## config.mk

```make
export PLATFORM = sky130hd
export DESIGN_NAME = single_clk_fwft_fifo
export DESIGN_NICKNAME = d
export VERILOG_FILES = /design/src/rtl/single_clk_fwft_fifo.sv
export SDC_FILE = /design/constraint.sdc
export NUM_CORES = 2
export LEC_CHECK = 0
export CAP_MARGIN = 10
export CORE_MARGIN = 4
export CORE_UTILIZATION = 45
export CTS_BUF_LIST = sky130_fd_sc_hd__clkbuf_2 sky130_fd_sc_hd__clkbuf_4 sky130_fd_sc_hd__clkbuf_8
export CTS_CLUSTER_SIZE = 10
export DETAILED_ROUTE_END_ITERATION = 16
export PLACE_DENSITY = 0.67
export SLEW_MARGIN = 25
export SYNTH_ARGS = -nofsm -noshare
export SYNTH_HDL_FRONTEND = slang
export SYNTH_SLANG_ARGS = --single-unit
```

## constraint.sdc

```tcl
create_clock -name clk -period 9.09 [get_ports clk]
set_input_delay 2.727 -clock clk [delete_from_list [all_inputs] [get_ports clk]]
set_output_delay 2.727 -clock clk [all_outputs]
set_load 0.01 [all_outputs]
```

## src/rtl/single_clk_fwft_fifo.sv

```systemverilog
// Single-clock first-word-fall-through FIFO. A block RAM with a registered read
// feeds a two-entry prefetch stage (output register plus skid) so the head word is always presented.
module single_clk_fwft_fifo #(
    parameter int DATA_WIDTH         = 8,
    parameter int ADDR_WIDTH         = 8,
    parameter int ALMOST_FULL_LEVEL  = 2**ADDR_WIDTH - 2,
    parameter int ALMOST_EMPTY_LEVEL = 2
) (
    input  logic                  clk,
    input  logic                  reset_n,
    input  logic                  sync_reset,
    input  logic                  write_enable,
    input  logic [DATA_WIDTH-1:0] data_in,
    input  logic                  read_enable,
    output logic [DATA_WIDTH-1:0] data_out,
    output logic                  data_valid,
    output logic [ADDR_WIDTH:0]   count,
    output logic                  full,
    output logic                  almost_full,
    output logic                  almost_empty,
    output logic                  overflow,
    output logic                  underflow
);

    localparam int DEPTH = 2**ADDR_WIDTH;
    localparam logic [ADDR_WIDTH:0]   DEPTH_C = DEPTH[ADDR_WIDTH:0];
    localparam logic [ADDR_WIDTH:0]   AF_LVL  = ALMOST_FULL_LEVEL[ADDR_WIDTH:0];
    localparam logic [ADDR_WIDTH:0]   AE_LVL  = ALMOST_EMPTY_LEVEL[ADDR_WIDTH:0];
    localparam logic [ADDR_WIDTH:0]   CNT_ONE = {{ADDR_WIDTH{1'b0}}, 1'b1};
    localparam logic [ADDR_WIDTH-1:0] PTR_ONE = {{(ADDR_WIDTH-1){1'b0}}, 1'b1};

    logic [DATA_WIDTH-1:0] mem_r [DEPTH];
    logic [ADDR_WIDTH-1:0] wr_ptr_r, rd_ptr_r;
    logic [DATA_WIDTH-1:0] ram_q_r, skid_d_r, out_d_r;
    logic                  ram_q_v_r, skid_v_r, out_v_r;
    logic [ADDR_WIDTH:0]   count_r;
    logic                  full_r, af_r, ae_r, ovf_r, unf_r;

    logic                  wr_acc_s, rd_acc_s, issue_s;
    logic [1:0]            pipe_cnt_s, pipe_after_pop_s;
    logic [ADDR_WIDTH:0]   ram_words_s, count_next_s;
    logic                  out_v_n_s, skid_v_n_s;
    logic [DATA_WIDTH-1:0] out_d_n_s, skid_d_n_s;
    logic                  full_n_s, af_n_s, ae_n_s;

    // Acceptance, RAM read issue and occupancy arithmetic
    always_comb begin
        wr_acc_s         = write_enable && !full_r && !sync_reset;
        rd_acc_s         = read_enable && out_v_r && !sync_reset;
        pipe_cnt_s       = {1'b0, out_v_r} + {1'b0, skid_v_r} + {1'b0, ram_q_v_r};
        pipe_after_pop_s = pipe_cnt_s - {1'b0, rd_acc_s};
        // Words still parked in RAM = accepted words minus those already in the prefetch path.
        ram_words_s      = count_r - {{(ADDR_WIDTH-1){1'b0}}, pipe_cnt_s};
        // A word read now lands next cycle, so out+skid must have a free slot even without a pop.
        issue_s          = !sync_reset && (ram_words_s != {(ADDR_WIDTH+1){1'b0}})
                           && (pipe_after_pop_s <= 2'd1);
        case ({wr_acc_s, rd_acc_s})
            2'b10:   count_next_s = count_r + CNT_ONE;
            2'b01:   count_next_s = count_r - CNT_ONE;
            default: count_next_s = count_r;
        endcase
        full_n_s = (count_next_s == DEPTH_C);
        af_n_s   = (count_next_s >= AF_LVL);
        ae_n_s   = (count_next_s <= AE_LVL);
    end

    // Prefetch stage steering: output register refills from skid first, then from RAM data
    always_comb begin
        out_v_n_s  = out_v_r;
        out_d_n_s  = out_d_r;
        skid_v_n_s = skid_v_r;
        skid_d_n_s = skid_d_r;
        if (!out_v_r || rd_acc_s) begin
            if (skid_v_r) begin
                out_v_n_s  = 1'b1;
                out_d_n_s  = skid_d_r;
                skid_v_n_s = ram_q_v_r;
                skid_d_n_s = ram_q_r;
            end else if (ram_q_v_r) begin
                out_v_n_s  = 1'b1;
                out_d_n_s  = ram_q_r;
            end else begin
                out_v_n_s  = 1'b0;
            end
        end else begin
            if (ram_q_v_r) begin
                skid_v_n_s = 1'b1;
                skid_d_n_s = ram_q_r;
            end else begin
                skid_v_n_s = skid_v_r;
            end
        end
    end

    // Storage array with registered read port; contents are never cleared
    always_ff @(posedge clk) begin
        if (wr_acc_s) begin
            mem_r[wr_ptr_r] <= data_in;
        end
        if (issue_s) begin
            ram_q_r <= mem_r[rd_ptr_r];
        end
    end

    // Pointers, prefetch state, occupancy and status flags
    always_ff @(posedge clk or negedge reset_n) begin
        if (!reset_n) begin
            wr_ptr_r  <= {ADDR_WIDTH{1'b0}};
            rd_ptr_r  <= {ADDR_WIDTH{1'b0}};
            ram_q_v_r <= 1'b0;
            skid_v_r  <= 1'b0;
            skid_d_r  <= {DATA_WIDTH{1'b0}};
            out_v_r   <= 1'b0;
            out_d_r   <= {DATA_WIDTH{1'b0}};
            count_r   <= {(ADDR_WIDTH+1){1'b0}};
            full_r    <= 1'b0;
            af_r      <= 1'b0;
            ae_r      <= 1'b1;
            ovf_r     <= 1'b0;
            unf_r     <= 1'b0;
        end else if (sync_reset) begin
            wr_ptr_r  <= {ADDR_WIDTH{1'b0}};
            rd_ptr_r  <= {ADDR_WIDTH{1'b0}};
            ram_q_v_r <= 1'b0;
            skid_v_r  <= 1'b0;
            skid_d_r  <= {DATA_WIDTH{1'b0}};
            out_v_r   <= 1'b0;
            out_d_r   <= {DATA_WIDTH{1'b0}};
            count_r   <= {(ADDR_WIDTH+1){1'b0}};
            full_r    <= 1'b0;
            af_r      <= 1'b0;
            ae_r      <= 1'b1;
            ovf_r     <= 1'b0;
            unf_r     <= 1'b0;
        end else begin
            if (wr_acc_s) begin
                wr_ptr_r <= wr_ptr_r + PTR_ONE;
            end
            if (issue_s) begin
                rd_ptr_r <= rd_ptr_r + PTR_ONE;
            end
            ram_q_v_r <= issue_s;
            skid_v_r  <= skid_v_n_s;
            skid_d_r  <= skid_d_n_s;
            out_v_r   <= out_v_n_s;
            out_d_r   <= out_d_n_s;
            count_r   <= count_next_s;
            full_r    <= full_n_s;
            af_r      <= af_n_s;
            ae_r      <= ae_n_s;
            ovf_r     <= write_enable && full_r;
            unf_r     <= read_enable && !out_v_r;
        end
    end

    assign data_out     = out_d_r;
    assign data_valid   = out_v_r;
    assign count        = count_r;
    assign full         = full_r;
    assign almost_full  = af_r;
    assign almost_empty = ae_r;
    assign overflow     = ovf_r;
    assign underflow    = unf_r;

endmodule

```

# Word-level counts from Yosys, hierarchy flattened
# Memory sizes are Yosys's and may differ from the RTL's. A register that Yosys moved wholly into a read port is not among the register bits.
# Cells that the tools add are included.
[totals]
ff_bits = 49
latch_bits = 0
ram_bits = 2048
romBits = 0
inputBits = 13
output_inout_bits = 23
word_cells = 78
n_memories = 1
[mem_list]
columns = ["memory", "depth", "word_bits", "rd", "rd_clocked_by_memory_dff", "wr", "line_no", "text"]
rows = [
  ["mem_r", 256, 8, 1, 1, 1, "32", "logic [DATA_WIDTH-1:0] mem_r [DEPTH];"],
]
[classes]
n_addsub = 8
multipliers = 0
n_div = 0
n_lt_le_gt_ge = 3
n_eq_ne = 4
shift = 0
mux = 29
bitwise = 0
reduce_logical = 20
[ops]
columns = ["cell", "n"]
rows = [
  ["2-to-1 mux 8 bit", 11],
  ["case mux 9 bit (2 select lines)", 1],
  ["adder 8 x 1 -> 8 bit (second input constant)", 2],
  ["2-to-1 mux 1 bit", 16],
  ["adder 9 x 1 -> 9 bit (second input constant)", 1],
  ["equality test 9 bit (second input constant)", 1],
  [">= comparator 9 x 8 -> 1 bit (second input constant)", 1],
  ["less-or-equal comparator 9 x 2 -> 1 bit (second input constant)", 1],
  ["2-to-1 mux 9 bit", 1],
  ["nonzero test 9 bit", 1],
  ["subtractor 9 x 1 -> 9 bit (second input constant)", 1],
  ["subtractor 9 x 2 -> 9 bit", 1],
  ["logical AND 1 bit", 8],
  ["nonzero test 2 bit", 3],
  ["nonzero test 3 bit", 2],
  ["AND reduction 2 bit", 2],
  ["logical NOT 1 bit", 3],
  ["inequality test 3 bit (second input constant)", 1],
  ["adder 1 x 1 -> 2 bit", 1],
  ["adder 2 x 1 -> 2 bit", 1],
  ["equality test 2 x 1 -> 1 bit (second input constant)", 1],
  ["equality test 2 bit (second input constant)", 1],
  ["less-or-equal comparator 2 x 1 -> 1 bit (second input constant)", 1],
  ["subtractor 2 x 1 -> 2 bit", 1],
  ["logical OR 1 bit", 1],
]

# Longest topological paths before layout
[logic_depth]
depth_word = 8
ltp_mapped = 16
depth_no_buf = 13

# Worst setup path before layout
# No wires, ideal clock.
[synth_timing]
kind = "input-to-reg"
from = "input write_enable"
to = "register af_r (netlist: almost_full)"
setup_ns = 0.103
arrival_ns = 5.613
t_required_ns = 8.987
slack_ns = 3.374
path_stages = 15
path_buffers = 3
cell_sequence = "nand2b_1 clkbuf_1 nor2_1 clkbuf_1 inv_1 ha_1 clkbuf_1 xor2_1 ha_1 nand2b_1 a21oi_1 nor4_1 xnor2_1 or4_1 o41ai_2"
[synth_via]
elab_chain_cells = 6
elab_cells_between_ends = 7
cone_classes = "1 x order compare; 2 x eq/ne; 2 x mux; 2 x reduce/logical"
[synth_lines]
columns = ["item", "line_no", "text"]
rows = [
  ["start, declared", "12", "input logic write_enable,"],
  ["logical AND 1 bit (*) (2 in series)", "48", "wr_acc_s = write_enable && !full_r && !sync_reset;"],
  ["equality test 2 x 1 -> 1 bit or equality test 2 bit (tied branches)", "57", "case ({wr_acc_s, rd_acc_s})"],
  ["case mux 9 bit (2 select lines) (*)", "57", ""],
  [">= comparator 9 x 8 -> 1 bit (*)", "63", "af_n_s = (count_next_s >= AF_LVL);"],
  ["2-to-1 mux 1 bit (*)", "121", "end else if (sync_reset) begin"],
  ["end signal, assigned", "149", "af_r <= af_n_s;"],
  ["end, declared", "37", "logic full_r, af_r, ae_r, ovf_r, unf_r;"],
]
# Mark *: on every way between the ends. The rest lies on a longest branch, timed or not.
# A chain may end at the register's enable or synchronous reset.

# Worst setup path in the final report
# Ends and elaborated chain as after synthesis.

==> results.md <==
* Status: finished clean
* Fin crit share at 0.655
* Die Y at 437 µm
* Synth Net Count at 3898
* Antenna Violating Nets Remaining at 0
* Max-slew violations at 0
* Layout cells sized above 1 at 0.276
* Worst EP arrival at 6.86 ns
* Mapped Area at 0.0826 mm²
* FP Rows at 157
* Clock sinks at 2105
* Number of global-route vias before repair at 41000
* Most common cell after layout, fill and taps aside: edfxtp_1
* Die area at 0.191 mm²
* Cts repair resizes at 0
* DR vias/cell at 5.97
* Top cell type's share of synthesized area at 0.747
* Most frequent cells in the layout: edfxtp_1 (2056), mux4_2 (567), clkbuf_8 (358)
* H-tree depth at 5
* Crit path largest cell delay at 0.86 ns
* Pleak at 0.0282 µW
* Synthesis warning total at 0
* Hold path depth at 2
* Placed cells at 6208
* Fillcell total at 14300
* Pre-CTS setup slack at 2.19 ns
* Core Footprint at 0.183 mm²
* Total grt overflow at 0
* WL final at 201000 µm
* Clock Root Buffer: clkbuf_8
* IO Pins at 36
* Critical path startpoint category: input pin
* Area contributors post-synth: edfxtp_1 (75%), mux4_2 (15%), nor2_1 (1.5%), dfrtp_1 (1.5%), mux2i_1 (1.1%)
* Starting Density at 0.452
* Clock buffer count from CTS at 336
* Sequential share of the synthesized area at 0.762
* Worst-path maximum fanout at 15
* Hold_buf cts at 0
* Non-Filler Instances at 6786
* Distinct cells, synth at 66
* Critical path class: in2reg
* Worst min path class: reg2reg
* Post-route minimum period at 5.95 ns
* 1st-iter DRT viols at 4532
* RSZ-0062 raised after global routing: false
* DRT Pass-1 Iters at 5
* CP Capture Type: register
* Post-synthesis register bit count at 2105
* Die width at 437 µm
* Via count at 40500
* Yosys top cell by area: edfxtp_1
* Max Clk Rate at 168 MHz
* Initial antenna violation count at 6
* Post-CTS setup buffer count at 0
* Syn_area_per_cell at 21.3 µm²
* Post-detailed-route wirelength per cell at 29.7 µm
* Global-route wire length before repair at 294000 µm
* Critical Path, Cell by Cell: clkdlybuf4s50_1, nand2b_1, nor2_1, inv_1, ha_1, xor2_1, ha_1, nand2b_1, a21oi_1, nor4_1, xnor2_1, or4_1, o41ai_2
* R2R cell count at 8
* Placer congestion estimate at 0.840
* Worst-Margin Slew at 1.18 ns
* Area Overhead vs Synth at 11.2%
* Post-route setup slack at 3.14 ns
* Hold Vio Cnt, Final at 0
* Multi-input gate area at 0.0183 mm²
* Clock Skews at 0.0800 ns
* Top_reg_cell synth: edfxtp_1
* Max rail drop VDD at 0.207 mV
* Overall Global Routing Usage at 0.211
* Worst Path Required at 10.00 ns
* Port-buffer cells at 35
* Synth Instances at 3873
* Max-Slew Margin vs Limit at 0.201
* Dpl hpwl at 117000 µm
* Slowest cell on crit path: nor2_1
* Final setup fails at 0
* Skew-Pair Late Insertion Delay at 1.04 ns
* Post-layout util at 0.502
* CTS tree: built
* Max Cap Viol at 0
* Synth async-reset ratio at 0.0233
* Max Buffers Root-to-Sink at 4
* Layout Nets at 4110
* Sequential cell area at 0.0630 mm²
* EDFF count, synth at 2056
* Setup TNS at 0 ns
* CTS clk-pin slew, worst paths at 0.06 ns
* Largest net degree at the start of global routing at 173
* DRC at 0
* Pwr dens at 246 mW/mm²
[cells by family (layout without fill, tap and decap cells)]
| family | Yosys count | count (layout) | share of synthesized area |
|---|---|---|---|
| buffers and inverters | 254 | 699 | 0.0173 |
| adder cells (fa/ha/maj) | 12 | 12 | 0.00191 |
| AND/OR/NAND/NOR | 593 | 593 | 0.0312 |
| other | 0 | 4 | 0 |
| AO/OA/AOI/OAI | 219 | 219 | 0.0184 |
| flip-flops | 2105 | 2105 | 0.762 |
| multiplexers | 669 | 669 | 0.167 |
| XOR/XNOR | 21 | 21 | 0.00223 |
[sequential cells by signal, indices dropped and copies added, names as in the netlist]
name	count
data_out	8
underflow	1
data_valid	1
skid_v_r	1
full	1
overflow	1
count	9
skid_d_r	8
ram_q_v_r	1
mem_r	2048
ram_q_r	8
wr_ptr_r	8
almost_empty	1
almost_full	1
rd_ptr_r	8
[routing by layer]
layer	GRT usage	vias to the layer above	part of all wire
met2	0.326	2208	0.47
met3	0.0536	393	0.098
met5	0	-	0.000099
li1	-	16500	-
met1	0.297	21400	0.40
met4	0.0724	2	0.034
[worst max-delay path, delay by kind of cell]
kind / cells / cell delay, ns
buffers and inverters: 2 / 0.78
XOR/XNOR: 2 / 0.34
AO/OA/AOI/OAI: 2 / 0.26
adder cells (fa/ha/maj): 2 / 0.69
AND/OR/NAND/NOR: 5 / 2.06
[path summary, 6_finish.rpt]
check	start	to	slack, ns
min in group asynchronous	reset_n	rd_ptr_r[6]	1.84
hold / removal	skid_d_r[7]	skid_d_r[7]	0.48
setup reg to reg	rd_ptr_r[2]	ram_q_r[2]	3.65
hold reg to reg	skid_d_r[7]	skid_d_r[7]	0.48
max in group asynchronous	reset_n	rd_ptr_r[0]	6.68
setup / recovery	write_enable	almost_full	3.14
[report_power, final]
| part | internal, µW | total [µW] | switching, µW | leakage (µW) |
|---|---|---|---|---|
| clock | 4160 | 7760 | 3600 | 0.00335 |
| combinational | 1910 | 4020 | 2120 | 0.00570 |
| sequential | 10700 | 10800 | 101 | 0.0191 |
| total | 16800 | 22600 | 5820 | 0.0282 |
[final cells by class]
class,instances,area share
clock buffers,450,0.0606
repair buffers,111,0.0127
multi-input cells,1514,0.199
clock inverters,121,0.00790
well taps,2464,0.0335
inverters,17,0.000776
flip-flops and latches,2105,0.685
diodes,4,0.000109
[cells in the mapped netlist, types with 13 or more instances]
| library cell | instances |
|---|---|
| edfxtp_1 | 2056 |
| mux4_2 | 567 |
| nor2_1 | 325 |
| nand2_1 | 120 |
| clkbuf_1 | 92 |
| mux2i_1 | 90 |
| buf_2 | 59 |
| dfrtp_1 | 48 |
| a21oi_1 | 44 |
| buf_4 | 42 |
| nand3_1 | 40 |
| nor2b_1 | 35 |
| a211oi_1 | 34 |
| buf_6 | 31 |
| o21ai_0 | 30 |
| a22oi_1 | 18 |
| nand2b_1 | 18 |
| o221ai_1 | 17 |
| inv_1 | 15 |
| nor4_1 | 14 |
| a31oi_1 | 13 |
| xnor2_1 | 13 |
[metrics by stage]
step | hold slack, ns | cell area (µm²) | total power [µW]
after global routing | 0.516 | 91900 | 23500
after floorplan | 0.450 | 82600 | 13900
after global placement | 0.460 | 85500 | 15000
after detailed placement | 0.471 | 85500 | 15100
after CTS | 0.484 | 91800 | 22800
final | 0.478 | 91900 | 22600
Power figures use the tool's default switching activity.
